--- config.mk ---
export PLATFORM = sky130hd
export DESIGN_NAME = cpu_control_fsm
export DESIGN_NICKNAME = d
export VERILOG_FILES = /design/src/rtl/cpu_pkg.sv /design/src/rtl/instr_decoder.sv /design/src/rtl/cpu_control_fsm.sv
export SDC_FILE = /design/constraint.sdc
export NUM_CORES = 1
export LEC_CHECK = 0
export ABC_CLOCK_PERIOD_IN_PS = 5550
export CELL_PAD_IN_SITES_DETAIL_PLACEMENT = 0
export CELL_PAD_IN_SITES_GLOBAL_PLACEMENT = 2
export CORE_AREA = 2 2 85 87
export DETAILED_ROUTE_END_ITERATION = 6
export DIE_AREA = 0 0 87 89
export GPL_ROUTABILITY_DRIVEN = 0
export PLACE_DENSITY = 0.85
export SETUP_SLACK_MARGIN = 0.1
export SKIP_LAST_GASP = 1
export SLEW_MARGIN = 20
export SYNTH_ARGS = -nofsm -noshare
export SYNTH_HDL_FRONTEND = slang
export SYNTH_SLANG_ARGS = --single-unit
--- constraint.sdc ---
create_clock -name clk -period 5.55 [get_ports clk]
set_clock_uncertainty 0.2 [all_clocks]
set_input_delay 1.11 -clock clk [delete_from_list [all_inputs] [get_ports clk]]
set_output_delay 1.11 -clock clk [all_outputs]
set_load 0.1 [all_outputs]
--- src/rtl/cpu_pkg.sv ---
// Shared types and encodings for the simple RISC control unit: FSM states,
// instruction classes, opcode fields and datapath command encodings.
package cpu_pkg;

  typedef enum logic [4:0] {
    S_RST, S_IF1, S_IF2, S_UPDATE_PC, S_DECODE, S_WRITE_IMM, S_GET_A, S_GET_B,
    S_EXEC, S_WRITE_REG, S_ADDR, S_LOAD_ADDR, S_MEM_RD, S_WRITE_MDATA,
    S_MOVE, S_MEM_WR, S_HALT
  } state_e;

  typedef enum logic [2:0] {
    C_MOV_IMM, C_MOV_REG, C_ALU, C_CMP, C_MVN, C_LDR, C_STR, C_HALT
  } instr_class_e;

  localparam logic [2:0] OPC_MOV  = 3'b110;
  localparam logic [2:0] OPC_ALU  = 3'b101;
  localparam logic [2:0] OPC_LDR  = 3'b011;
  localparam logic [2:0] OPC_STR  = 3'b100;
  localparam logic [2:0] OPC_HALT = 3'b111;

  localparam logic [1:0] OP_MOV_REG = 2'b00;
  localparam logic [1:0] OP_MOV_IMM = 2'b10;
  localparam logic [1:0] OP_ADD     = 2'b00;
  localparam logic [1:0] OP_CMP     = 2'b01;
  localparam logic [1:0] OP_AND     = 2'b10;
  localparam logic [1:0] OP_MVN     = 2'b11;

  localparam logic [1:0] MEM_NONE  = 2'b00;
  localparam logic [1:0] MEM_READ  = 2'b01;
  localparam logic [1:0] MEM_WRITE = 2'b10;

  localparam logic [1:0] VSEL_C     = 2'b00;
  localparam logic [1:0] VSEL_PC    = 2'b01;
  localparam logic [1:0] VSEL_IMM8  = 2'b10;
  localparam logic [1:0] VSEL_MDATA = 2'b11;

  localparam logic [1:0] ALU_ADD = 2'b00;
  localparam logic [1:0] ALU_SUB = 2'b01;
  localparam logic [1:0] ALU_AND = 2'b10;
  localparam logic [1:0] ALU_MVN = 2'b11;

endpackage

--- src/rtl/instr_decoder.sv ---
// Purely combinational instruction decoder: splits IR fields, sign-extends the
// immediates and classifies the instruction; unknown encodings classify as HALT.
module instr_decoder
  import cpu_pkg::*;
(
  input  logic [15:0]  ir,
  output logic [1:0]   op,
  output logic [2:0]   rn,
  output logic [2:0]   rd,
  output logic [1:0]   sh,
  output logic [2:0]   rm,
  output logic [15:0]  sximm5,
  output logic [15:0]  sximm8,
  output instr_class_e iclass
);

  logic [2:0] opcode;

  assign opcode = ir[15:13];
  assign op     = ir[12:11];
  assign rn     = ir[10:8];
  assign rd     = ir[7:5];
  assign sh     = ir[4:3];
  assign rm     = ir[2:0];
  assign sximm5 = {{11{ir[4]}}, ir[4:0]};
  assign sximm8 = {{8{ir[7]}}, ir[7:0]};

  always_comb begin
    iclass = C_HALT;
    unique case (opcode)
      OPC_MOV: begin
        if (op == OP_MOV_IMM)      iclass = C_MOV_IMM;
        else if (op == OP_MOV_REG) iclass = C_MOV_REG;
      end
      OPC_ALU: begin
        unique case (op)
          OP_ADD, OP_AND: iclass = C_ALU;
          OP_CMP:         iclass = C_CMP;
          OP_MVN:         iclass = C_MVN;
          default:        iclass = C_HALT;
        endcase
      end
      OPC_LDR:  if (op == 2'b00) iclass = C_LDR;
      OPC_STR:  if (op == 2'b00) iclass = C_STR;
      default:  iclass = C_HALT;
    endcase
  end

endmodule

--- src/rtl/cpu_control_fsm.sv ---
// Moore control unit for the simple RISC datapath: holds the instruction
// register and sequences fetch, decode and execute of each instruction.
module cpu_control_fsm
  import cpu_pkg::*;
(
  input  logic        clk,
  input  logic        reset,
  input  logic [15:0] read_data,
  output logic [2:0]  readnum,
  output logic [2:0]  writenum,
  output logic        write,
  output logic        loada,
  output logic        loadb,
  output logic        loadc,
  output logic        loads,
  output logic [1:0]  vsel,
  output logic        asel,
  output logic        bsel,
  output logic [1:0]  shift,
  output logic [1:0]  ALUop,
  output logic [15:0] sximm5,
  output logic [15:0] sximm8,
  output logic        load_pc,
  output logic        reset_pc,
  output logic        load_addr,
  output logic        addr_sel,
  output logic [1:0]  mem_cmd,
  output logic        halted
);

  state_e       state_q, state_d;
  logic [15:0]  ir_q, ir_d;
  logic [1:0]   op;
  logic [2:0]   rn, rd, rm;
  logic [1:0]   sh;
  instr_class_e iclass;

  instr_decoder u_decoder (
    .ir     (ir_q),
    .op     (op),
    .rn     (rn),
    .rd     (rd),
    .sh     (sh),
    .rm     (rm),
    .sximm5 (sximm5),
    .sximm8 (sximm8),
    .iclass (iclass)
  );

  always_ff @(posedge clk or posedge reset) begin
    if (reset) begin
      state_q <= S_RST;
      ir_q    <= '0;
    end else begin
      state_q <= state_d;
      ir_q    <= ir_d;
    end
  end

  // Outputs depend only on state_q and ir_q, so read_data never reaches a control pin.
  always_comb begin
    state_d   = state_q;
    ir_d      = ir_q;
    readnum   = 3'd0;
    writenum  = 3'd0;
    write     = 1'b0;
    loada     = 1'b0;
    loadb     = 1'b0;
    loadc     = 1'b0;
    loads     = 1'b0;
    vsel      = VSEL_C;
    asel      = 1'b0;
    bsel      = 1'b0;
    shift     = 2'b00;
    ALUop     = ALU_ADD;
    load_pc   = 1'b0;
    reset_pc  = 1'b0;
    load_addr = 1'b0;
    addr_sel  = 1'b0;
    mem_cmd   = MEM_NONE;
    halted    = 1'b0;

    unique case (state_q)
      S_RST: begin
        reset_pc = 1'b1;
        load_pc  = 1'b1;
        state_d  = S_IF1;
      end
      S_IF1: begin
        addr_sel = 1'b1;
        mem_cmd  = MEM_READ;
        state_d  = S_IF2;
      end
      S_IF2: begin
        addr_sel = 1'b1;
        mem_cmd  = MEM_READ;
        ir_d     = read_data;
        state_d  = S_UPDATE_PC;
      end
      S_UPDATE_PC: begin
        load_pc = 1'b1;
        state_d = S_DECODE;
      end
      S_DECODE: begin
        unique case (iclass)
          C_MOV_IMM:                    state_d = S_WRITE_IMM;
          C_MOV_REG, C_MVN:             state_d = S_GET_B;
          C_ALU, C_CMP, C_LDR, C_STR:   state_d = S_GET_A;
          default:                      state_d = S_HALT;
        endcase
      end
      S_WRITE_IMM: begin
        vsel     = VSEL_IMM8;
        writenum = rn;
        write    = 1'b1;
        state_d  = S_IF1;
      end
      S_GET_A: begin
        readnum = rn;
        loada   = 1'b1;
        state_d = (iclass == C_LDR || iclass == C_STR) ? S_ADDR : S_GET_B;
      end
      // STR reuses GET_B to fetch the store data from Rd rather than Rm.
      S_GET_B: begin
        readnum = (iclass == C_STR) ? rd : rm;
        loadb   = 1'b1;
        state_d = (iclass == C_STR) ? S_MOVE : S_EXEC;
      end
      S_EXEC: begin
        shift = sh;
        loadc = 1'b1;
        unique case (iclass)
          C_MOV_REG: begin
            asel  = 1'b1;
            ALUop = ALU_ADD;
          end
          C_MVN: ALUop = ALU_MVN;
          C_CMP: begin
            ALUop = ALU_SUB;
            loads = 1'b1;
            loadc = 1'b0;
          end
          default: ALUop = op;
        endcase
        state_d = (iclass == C_CMP) ? S_IF1 : S_WRITE_REG;
      end
      S_WRITE_REG: begin
        vsel     = VSEL_C;
        writenum = rd;
        write    = 1'b1;
        state_d  = S_IF1;
      end
      S_ADDR: begin
        bsel    = 1'b1;
        loadc   = 1'b1;
        state_d = S_LOAD_ADDR;
      end
      S_LOAD_ADDR: begin
        load_addr = 1'b1;
        state_d   = (iclass == C_STR) ? S_GET_B : S_MEM_RD;
      end
      S_MEM_RD: begin
        mem_cmd = MEM_READ;
        state_d = S_WRITE_MDATA;
      end
      S_WRITE_MDATA: begin
        mem_cmd  = MEM_READ;
        vsel     = VSEL_MDATA;
        writenum = rd;
        write    = 1'b1;
        state_d  = S_IF1;
      end
      S_MOVE: begin
        asel    = 1'b1;
        loadc   = 1'b1;
        state_d = S_MEM_WR;
      end
      S_MEM_WR: begin
        mem_cmd = MEM_WRITE;
        state_d = S_IF1;
      end
      S_HALT: begin
        halted  = 1'b1;
        state_d = S_HALT;
      end
      default: state_d = S_RST;
    endcase
  end

endmodule

==> run summary, run 1 <==
The average via count per standard cell is 4.63, and the detailed route wirelength on metal3 is 210 microns. The H-tree level count was 1; the share of the synthesized netlist area taken by xor and xnor gates was 0.534%. The number of setup violations in the final report came out at 0. Post-cts hold buffer count: 0.

Cell with the largest stage delay on the worst path: sky130_fd_sc_hd__clkdlybuf4s50_1. Yosys mapped a number of flops with a built-in enable equal to 0. In the final layout, the share of cells above drive strength 1 is 9.78%. Share of async-settable or async-resettable flops after synthesis: 100%. For the buffer count from post-CTS setup fixing, the log shows 0. The via count of the first global-routing pass is 1,354. The run gives 0 as the number of max-cap violations. In the routed design, unresolved DRC markers number 0. In this run the deepest clock path goes through 2 buffers. Timing analysis after detailed placement gives a worst setup slack of 1.52 ns.

The overall die area is 0.00774 sq mm, and the worst-case hold slack is 0.360 ns. The post-synthesis compound-gate area fraction came out at 11.7%. Type of destination of the critical path: an output port. In this run, CTS created clock tree buffers numbering 3.

The worst path uses 78.0% of the clock period. The flip-flop and latch count after synthesis works out to 21. For this run, the top clock speed supported by timing is 0.231 GHz. The path class of the tightest hold or removal check is flop to flop. The final count of hold timing violations was 0. The total routed wirelength is 4390 microns, and the fraction of the mapped netlist area in simple logic gates is 23.6%.

The number of buffers added on ports works out to 75. The critical path goes through or2b_1, nor3_1, nand2_1, o21ai_1, clkdlybuf4s50_1. The number of max-slew violations in the final report was 0.

The number of nets in the synthesized netlist is 207. From bottom edge to top edge, the die measures 89 microns. Data arrives at the worst endpoint at 3.02 ns. Among cell families on the critical path, the largest total delay comes from buffers and inverters. TritonCTS built the clock tree. The tools report the first-pass GRT wire length as 6760 microns. For the final routed database, the setup TNS stands at 0 ns. A synthesized cell averages 8.69 sq um.

The run gives 0.00672 sq mm as the area of the core region. The type of origin of the critical path was a flop. The number of standard cells after synthesis was 189. The share of synthesized area in the top cell type comes to 32.0%. Initial antenna violation count: 0. For this configuration, the core starts out at a cell density of 24.4%. The tools report the post-route met1 wirelength as 2050 microns. The first-iteration detailed-routing DRC count was 76.

Once placement completed, the tool counted placed cells totaling 301. During synthesis, Yosys emitted a total of 0 warnings. The number of nets at the end of the flow came out at 244. The tree is rooted in a sky130_fd_sc_hd__clkbuf_8.

The logs give 0 for the residual antenna-violating net count after detailed routing and 1.22 ns for the worst path setup slack after routing. The final non-filler cell total was 305. For this run, the register share of the synthesized area comes to 32.0%. The initialized floorplan defines 30 standard-cell rows.

The cell type with the highest aggregate area in the netlist is sky130_fd_sc_hd__dfrtp_1. At the pin with the least slew margin, the transition time is 0.988 ns. The mux cell area share after synthesis is 12.8%, and the count of buffer and inverter cells on the critical path is 1.

The run gives 4.24 ns as the data required time of the critical path. The flow ran to the end, and the final reports show no timing, DRC or antenna violations. In this run the count of I/O pins placed on the die edge is 76.

After synthesis the cells add up to 0.00164 sq mm. Aggregate global-route resource usage: 11.0%. The highest layer touched by signal routing is met4. From left edge to right edge, the die measures 87 microns.

The routed wire length per instance was 14.4 microns; the adder-cell share of the synthesized area was 0%. The most used flip-flop cell after synthesis is sky130_fd_sc_hd__dfrtp_1. The largest incremental delay on the critical path is 1.15 ns, and the maximum fanout along the worst path is 13. The number of gates resized after CTS was 0. 0 antenna diodes ended up in the layout.

The total half-perimeter wirelength after legalization and detailed placement was 3370 microns; the minimum clock period was 4.33 ns. By area, the combinational part of the netlist is dominated by simple AND/OR/NAND/NOR gates. Clock-pin slew was measured on the worst setup and hold paths at 0.08 ns. Overflow left after global routing: 0.

Across all layers, the routed design uses 1,413 vias. Ranked by total cell area, the synthesized netlist is headed by sky130_fd_sc_hd__dfrtp_1, sky130_fd_sc_hd__buf_4, sky130_fd_sc_hd__mux2_2. The largest net degree at the start of global routing came out at 22.

For the later-pin clock latency in the skew report, the log shows 0.26 ns. Area growth from synthesis to final layout: 36.5%. For this design, the sink count on the clock tree is 21.

Summed over all nets, wire length on met2 after detailed routing comes to 2110 microns. Type of the setup path with the least slack: flop to output port. The count of TritonRoute iterations in the first routing pass came out at 5.

Yosys mapped the design onto 44 distinct sky130hd cell types. Setup repair after global routing left no endpoint under its margin. Headroom to the max-slew limit came out at 33.9%.
sequential cells by signal (all words and copies together), names as in the netlist:
| signal | count |
|---|---|
| state_q | 5 |
| ir_q | 16 |
kinds of logic after synthesis:
logic type | after synthesis
DFF | 21
AOI/OAI and AO/OA | 29
xor gates and xnor gates | 1
and+or+nand+nor | 70
buffers and inverters | 49
muxes | 19
synth_stat cells, types with 3 or more instances:
| library cell | count |
|---|---|
| sky130_fd_sc_hd__dfrtp_1 | 21 |
| sky130_fd_sc_hd__o211ai_1 | 3 |
| sky130_fd_sc_hd__nor3_1 | 11 |
| sky130_fd_sc_hd__mux2i_1 | 3 |
| sky130_fd_sc_hd__buf_2 | 3 |
| sky130_fd_sc_hd__a21oi_1 | 6 |
| sky130_fd_sc_hd__inv_1 | 6 |
| sky130_fd_sc_hd__o21ai_0 | 4 |
| sky130_fd_sc_hd__nor2_1 | 19 |
| sky130_fd_sc_hd__mux2_1 | 3 |
| sky130_fd_sc_hd__o21ai_1 | 3 |
| sky130_fd_sc_hd__or3_1 | 3 |
| sky130_fd_sc_hd__clkbuf_1 | 4 |
| sky130_fd_sc_hd__and2_1 | 4 |
| sky130_fd_sc_hd__nand2_1 | 11 |
| sky130_fd_sc_hd__buf_4 | 35 |
| sky130_fd_sc_hd__nand2b_1 | 4 |
| sky130_fd_sc_hd__mux2_2 | 13 |
stage by stage:
| stage | instance area [sq um] | util, % |
|---|---|---|
| 2_1_floorplan | 1640 | - |
| 3_3_place_gp | 2200 | 32.7 |
| 3_5_place_dp | 2200 | 32.7 |
| 4_1_cts | 2240 | 33.4 |
| 5_1_grt | 2240 | 33.4 |
| 6_report | 2240 | 33.4 |
cell usage in the layout, fill, tap and decap left out, types with 3 or more instances in the layout:
| master | instances |
|---|---|
| sky130_fd_sc_hd__a21oi_1 | 6 |
| sky130_fd_sc_hd__and2_1 | 4 |
| sky130_fd_sc_hd__clkbuf_8 | 3 |
| sky130_fd_sc_hd__clkdlybuf4s50_1 | 75 |
| sky130_fd_sc_hd__dfrtp_1 | 21 |
| sky130_fd_sc_hd__inv_1 | 6 |
| sky130_fd_sc_hd__mux2_1 | 3 |
| sky130_fd_sc_hd__mux2_2 | 13 |
| sky130_fd_sc_hd__mux2i_1 | 3 |
| sky130_fd_sc_hd__nand2_1 | 11 |
| sky130_fd_sc_hd__nand2b_1 | 4 |
| sky130_fd_sc_hd__nor2_1 | 19 |
| sky130_fd_sc_hd__nor3_1 | 11 |
| sky130_fd_sc_hd__o211ai_1 | 3 |
| sky130_fd_sc_hd__o21ai_0 | 4 |
| sky130_fd_sc_hd__o21ai_1 | 3 |
| sky130_fd_sc_hd__or3_1 | 3 |
layout make-up:
class                   count  area [sq um]
well taps                  80           100
inverters                   6          22.5
flip-flops and latches     21           526
fillers                   710          4480
repair buffers             75           751
clock buffers               4          45.0
multi-input cells         119           797
worst reg2reg max path: stages, from the launching register on:
cell and delay [ns]:
sky130_fd_sc_hd__dfrtp_1 0.63, sky130_fd_sc_hd__nor2_2 0.32, sky130_fd_sc_hd__nand3_2 0.40, sky130_fd_sc_hd__mux2_1 0.46
routing by layer:
metal  track usage [%]  vias up
li1                  -      691
met1              15.3      683
met2              17.3       37
met3              2.22        2
met4              2.98        0
met5                 0        -
worst paths after layout:
path	start	to	slack, ns	cells after the start
min in group asynchronous	reset	ir_q[14]$_DFFE_PP0P_	1.12	2
worst min-delay path	ir_q[10]$_DFFE_PP0P_	ir_q[10]$_DFFE_PP0P_	0.36	1
worst min register to register	ir_q[10]$_DFFE_PP0P_	ir_q[10]$_DFFE_PP0P_	0.36	1
max in group asynchronous	reset	ir_q[3]$_DFFE_PP0P_	3.51	2
worst max-delay path	state_q[1]$_DFF_PP0_	readnum[2]	1.22	5
worst max register to register	state_q[3]$_DFF_PP0_	ir_q[14]$_DFFE_PP0P_	3.43	3
Power of run 1 is not shown: default switching activity piles up to over one toggle a cycle in this logic, so the estimate is an artifact.
==> run 2, diff against run 1 <==
--- a/config.mk
+++ b/config.mk
@@ -5,14 +5,14 @@
 export SDC_FILE = /design/constraint.sdc
 export NUM_CORES = 1
 export LEC_CHECK = 0
-export ABC_CLOCK_PERIOD_IN_PS = 5550
+export ABC_CLOCK_PERIOD_IN_PS = 3850
 export CELL_PAD_IN_SITES_DETAIL_PLACEMENT = 0
 export CELL_PAD_IN_SITES_GLOBAL_PLACEMENT = 2
-export CORE_AREA = 2 2 85 87
+export CORE_AREA = 2 2 92 94
 export DETAILED_ROUTE_END_ITERATION = 6
-export DIE_AREA = 0 0 87 89
+export DIE_AREA = 0 0 94 96
 export GPL_ROUTABILITY_DRIVEN = 0
-export PLACE_DENSITY = 0.85
+export PLACE_DENSITY = 0.77
 export SETUP_SLACK_MARGIN = 0.1
 export SKIP_LAST_GASP = 1
 export SLEW_MARGIN = 20
==> constraint.sdc (replaced) <==
create_clock -name clk -period 3.85 [get_ports clk]
set_clock_uncertainty 0.2 [all_clocks]
set_input_delay 0.77 -clock clk [delete_from_list [all_inputs] [get_ports clk]]
set_output_delay 0.77 -clock clk [all_outputs]
set_load 0.1 [all_outputs]
==> run 2 against run 1 <==
Compared with the run above:
- clock-buffer cell count unchanged
- via count unchanged
- non-clock buffer count unchanged
- sequential share of layout area up 0.59 points
- critical path depth down 1
- critical endpoint unchanged
- design area down 2.5%
- register-to-register slack worse by 1.7 ns
- first-iteration DRC count up 7.9%
- hold slack worse by 0.0080 ns
- cell count up 8.2%
==> run summary, run 2 (synthesis results as in run 1) <==
The aggregate global-route resource usage came out at 10.6%. The number of max-slew violations in the final report came out at 0. On the critical path the largest part of the delay comes from simple AND/OR/NAND/NOR gates. The hold path startpoint was ir_q[8]$_DFFE_PP0P_. Clock-pin slew was measured on the worst setup and hold paths at 0.08 ns. Leaving out fill and tap cells, the most frequent cell in the layout is sky130_fd_sc_hd__buf_4. Timing would allow up to 0.319 GHz.

The register with the most flip-flops is ir_q. For this block, the initial DRC count from the detailed router was 82. For this run, design rule violations remaining after detail routing come to 0.

The total routed wirelength was 4790 microns. After routing the design area is 0.00219 sq mm. The tools report the number of buffers inserted during clock tree synthesis as 3.

The largest incremental delay on the critical path is 0.58 ns. The overall die area was 0.00902 sq mm; the relative max-transition margin was 34.6%. The region available for standard cell placement spans 0.00805 sq mm. The worst register-to-register path has a setup slack of 1.70 ns. The logs give 1,413 for the total number of vias and 0.26 ns for the later-pin clock latency in the skew report.

The routed wire length per instance is 14.5 microns. During I/O placement, the number of pins put on the boundary was 76. Pin slew with the least headroom to its limit: 0.979 ns.

The sink of the worst hold path is ir_q[8]$_DFFE_PP0P_. The flow ran to the end, and the final reports show no timing, DRC or antenna violations. The run gives 1.88% as the global-route met3 utilization. Traced cell by cell, the critical path runs through or2b_1, or3_1, o21ai_1, buf_4. STA classifies the critical path startpoint as a flop. The global-route met1 utilization was 15.1%. The path category of the worst min-delay check is flop to flop. The first global-routing pass estimated 7490 microns of wire. The logs give 0 for the final count of hold timing violations and 22 for the largest net degree at the start of global routing. The data required time of the critical path was 2.88 ns; the count of buffer and inverter cells on the critical path was 1.

The final period utilization is 81.5%. The highest-utilization routing layer at the global route stage was met2. The placed instances occupy a cell area of 0.00214 sq mm. At the worst endpoint, the arrival time is 2.17 ns. Worst reg2reg path endpoint: ir_q[15]$_DFFE_PP0P_.

The slowest stage of the critical path belongs to the cell sky130_fd_sc_hd__dfrtp_1. The largest registers in the layout are ir_q x16, state_q x5. The tools report the H-tree level count as 1.

The critical path is of the flop to output port type. After clock tree synthesis, the repair step resized 0 gates. The root buffer cell chosen for the clock tree is sky130_fd_sc_hd__clkbuf_8.

In this run the worst path has a maximum fanout of 13. Once the floorplan was initialized, standard cells occupied 20.4% of the core. The post-cts hold buffer count was 0. The die extent in x works out to 94 microns.

The die outline height works out to 96 microns. The number of sinks driven by the clock tree was 21; the flip-flop count of the largest register after layout was 16. The tool flagged a number of max-cap violations equal to 0. The tools report the type of destination of the critical path as an output port. The initialized floorplan defines 33 standard-cell rows. TritonCTS built the clock tree. The number of stages on the worst hold path works out to 1. The number of nets at the end of the flow was 244. The tools report the reg-to-reg startpoint as state_q[3]$_DFF_PP0_. The area growth from synthesis to final layout came out at 33.2%. Proportion of layout cells with a drive suffix above 1: 33.8%. The worst register-to-register path has a depth of 3. 0 antenna diodes ended up in the layout. The via count of the first global-routing pass was 1,380. The worst path in the final design needs a cycle of 3.14 ns, including I/O delays and setup.

The tools report the residual antenna-violating net count after detailed routing as 0. The top cell types in the final layout, fill and taps aside, are sky130_fd_sc_hd__buf_4, sky130_fd_sc_hd__clkdlybuf4s50_1, sky130_fd_sc_hd__dfrtp_1, sky130_fd_sc_hd__nor2_1, sky130_fd_sc_hd__mux2_2. Setup repair after global routing left no endpoint under its margin. In this run the tool buffered the top-level ports with 75 buffer cells. The maximum clock insertion buffer count is 2, and the initial antenna violation count is 0. The met2 routing resource usage after global routing was 16.4%; the buffer count from post-CTS setup fixing was 0. Summed over all nets, the half-perimeter wirelength after detailed placement is 3670 microns.

For the count of TritonRoute iterations in the first routing pass, the log shows 4. For the number of setup violations in the final report, the log shows 0. The run gives 0 as the overflow left after global routing.

The average via count per standard cell is 4.28.
-- run 2: metal layers --
| layer | wire [microns] | share of wire [%] |
|---|---|---|
| met2 | 2220 | 46 |
| met4 | 40 | 0.83 |
| met5 | 0 | 0 |
| met3 | 252 | 5.3 |
| met1 | 2280 | 48 |
-- run 2: worst max-delay path by stage --
| stage | startpoint | end | slack [ns] | cells past startpoint |
|---|---|---|---|---|
| final | state_q[1]$_DFF_PP0_ | readnum[2] | 0.71 | 4 |
| after global routing | state_q[1]$_DFF_PP0_ | readnum[2] | 0.54 | 4 |
| after global placement | ir_q[11]$_DFFE_PP0P_ | readnum[2] | 0.97 | 5 |
| after detailed placement | ir_q[11]$_DFFE_PP0P_ | readnum[2] | 1.00 | 5 |
| after CTS | state_q[1]$_DFF_PP0_ | readnum[2] | 0.70 | 4 |
| after floorplan | state_q[4]$_DFF_PP0_ | readnum[0] | -0.21 | 4 |
-- run 2: layout make-up --
cell class                      instances  area [sq um]
Clock buffer                            4          45.0
Multi-Input combinational cell        119           831
Timing Repair Buffer                   75           631
Tap cell                              105           131
Inverter                                6          22.5
Sequential cell                        21           526
Fill cell                             872          5870
-- run 2: metrics by stage --
stage | instances | hold WS [ns] | worst slack, ns | setup TNS, ns | utilization, %
after floorplan | 189 | 0.302 | -0.207 | -0.621 | -
after global placement | 326 | 0.326 | 0.968 | 0 | 26.6
after detailed placement | 326 | 0.331 | 1.00 | 0 | 26.6
after CTS | 330 | 0.351 | 0.701 | 0 | 27.1
after global routing | 330 | 0.373 | 0.539 | 0 | 27.1
final | 330 | 0.352 | 0.713 | 0 | 27.1
Power of run 2 is left out for the same reason.
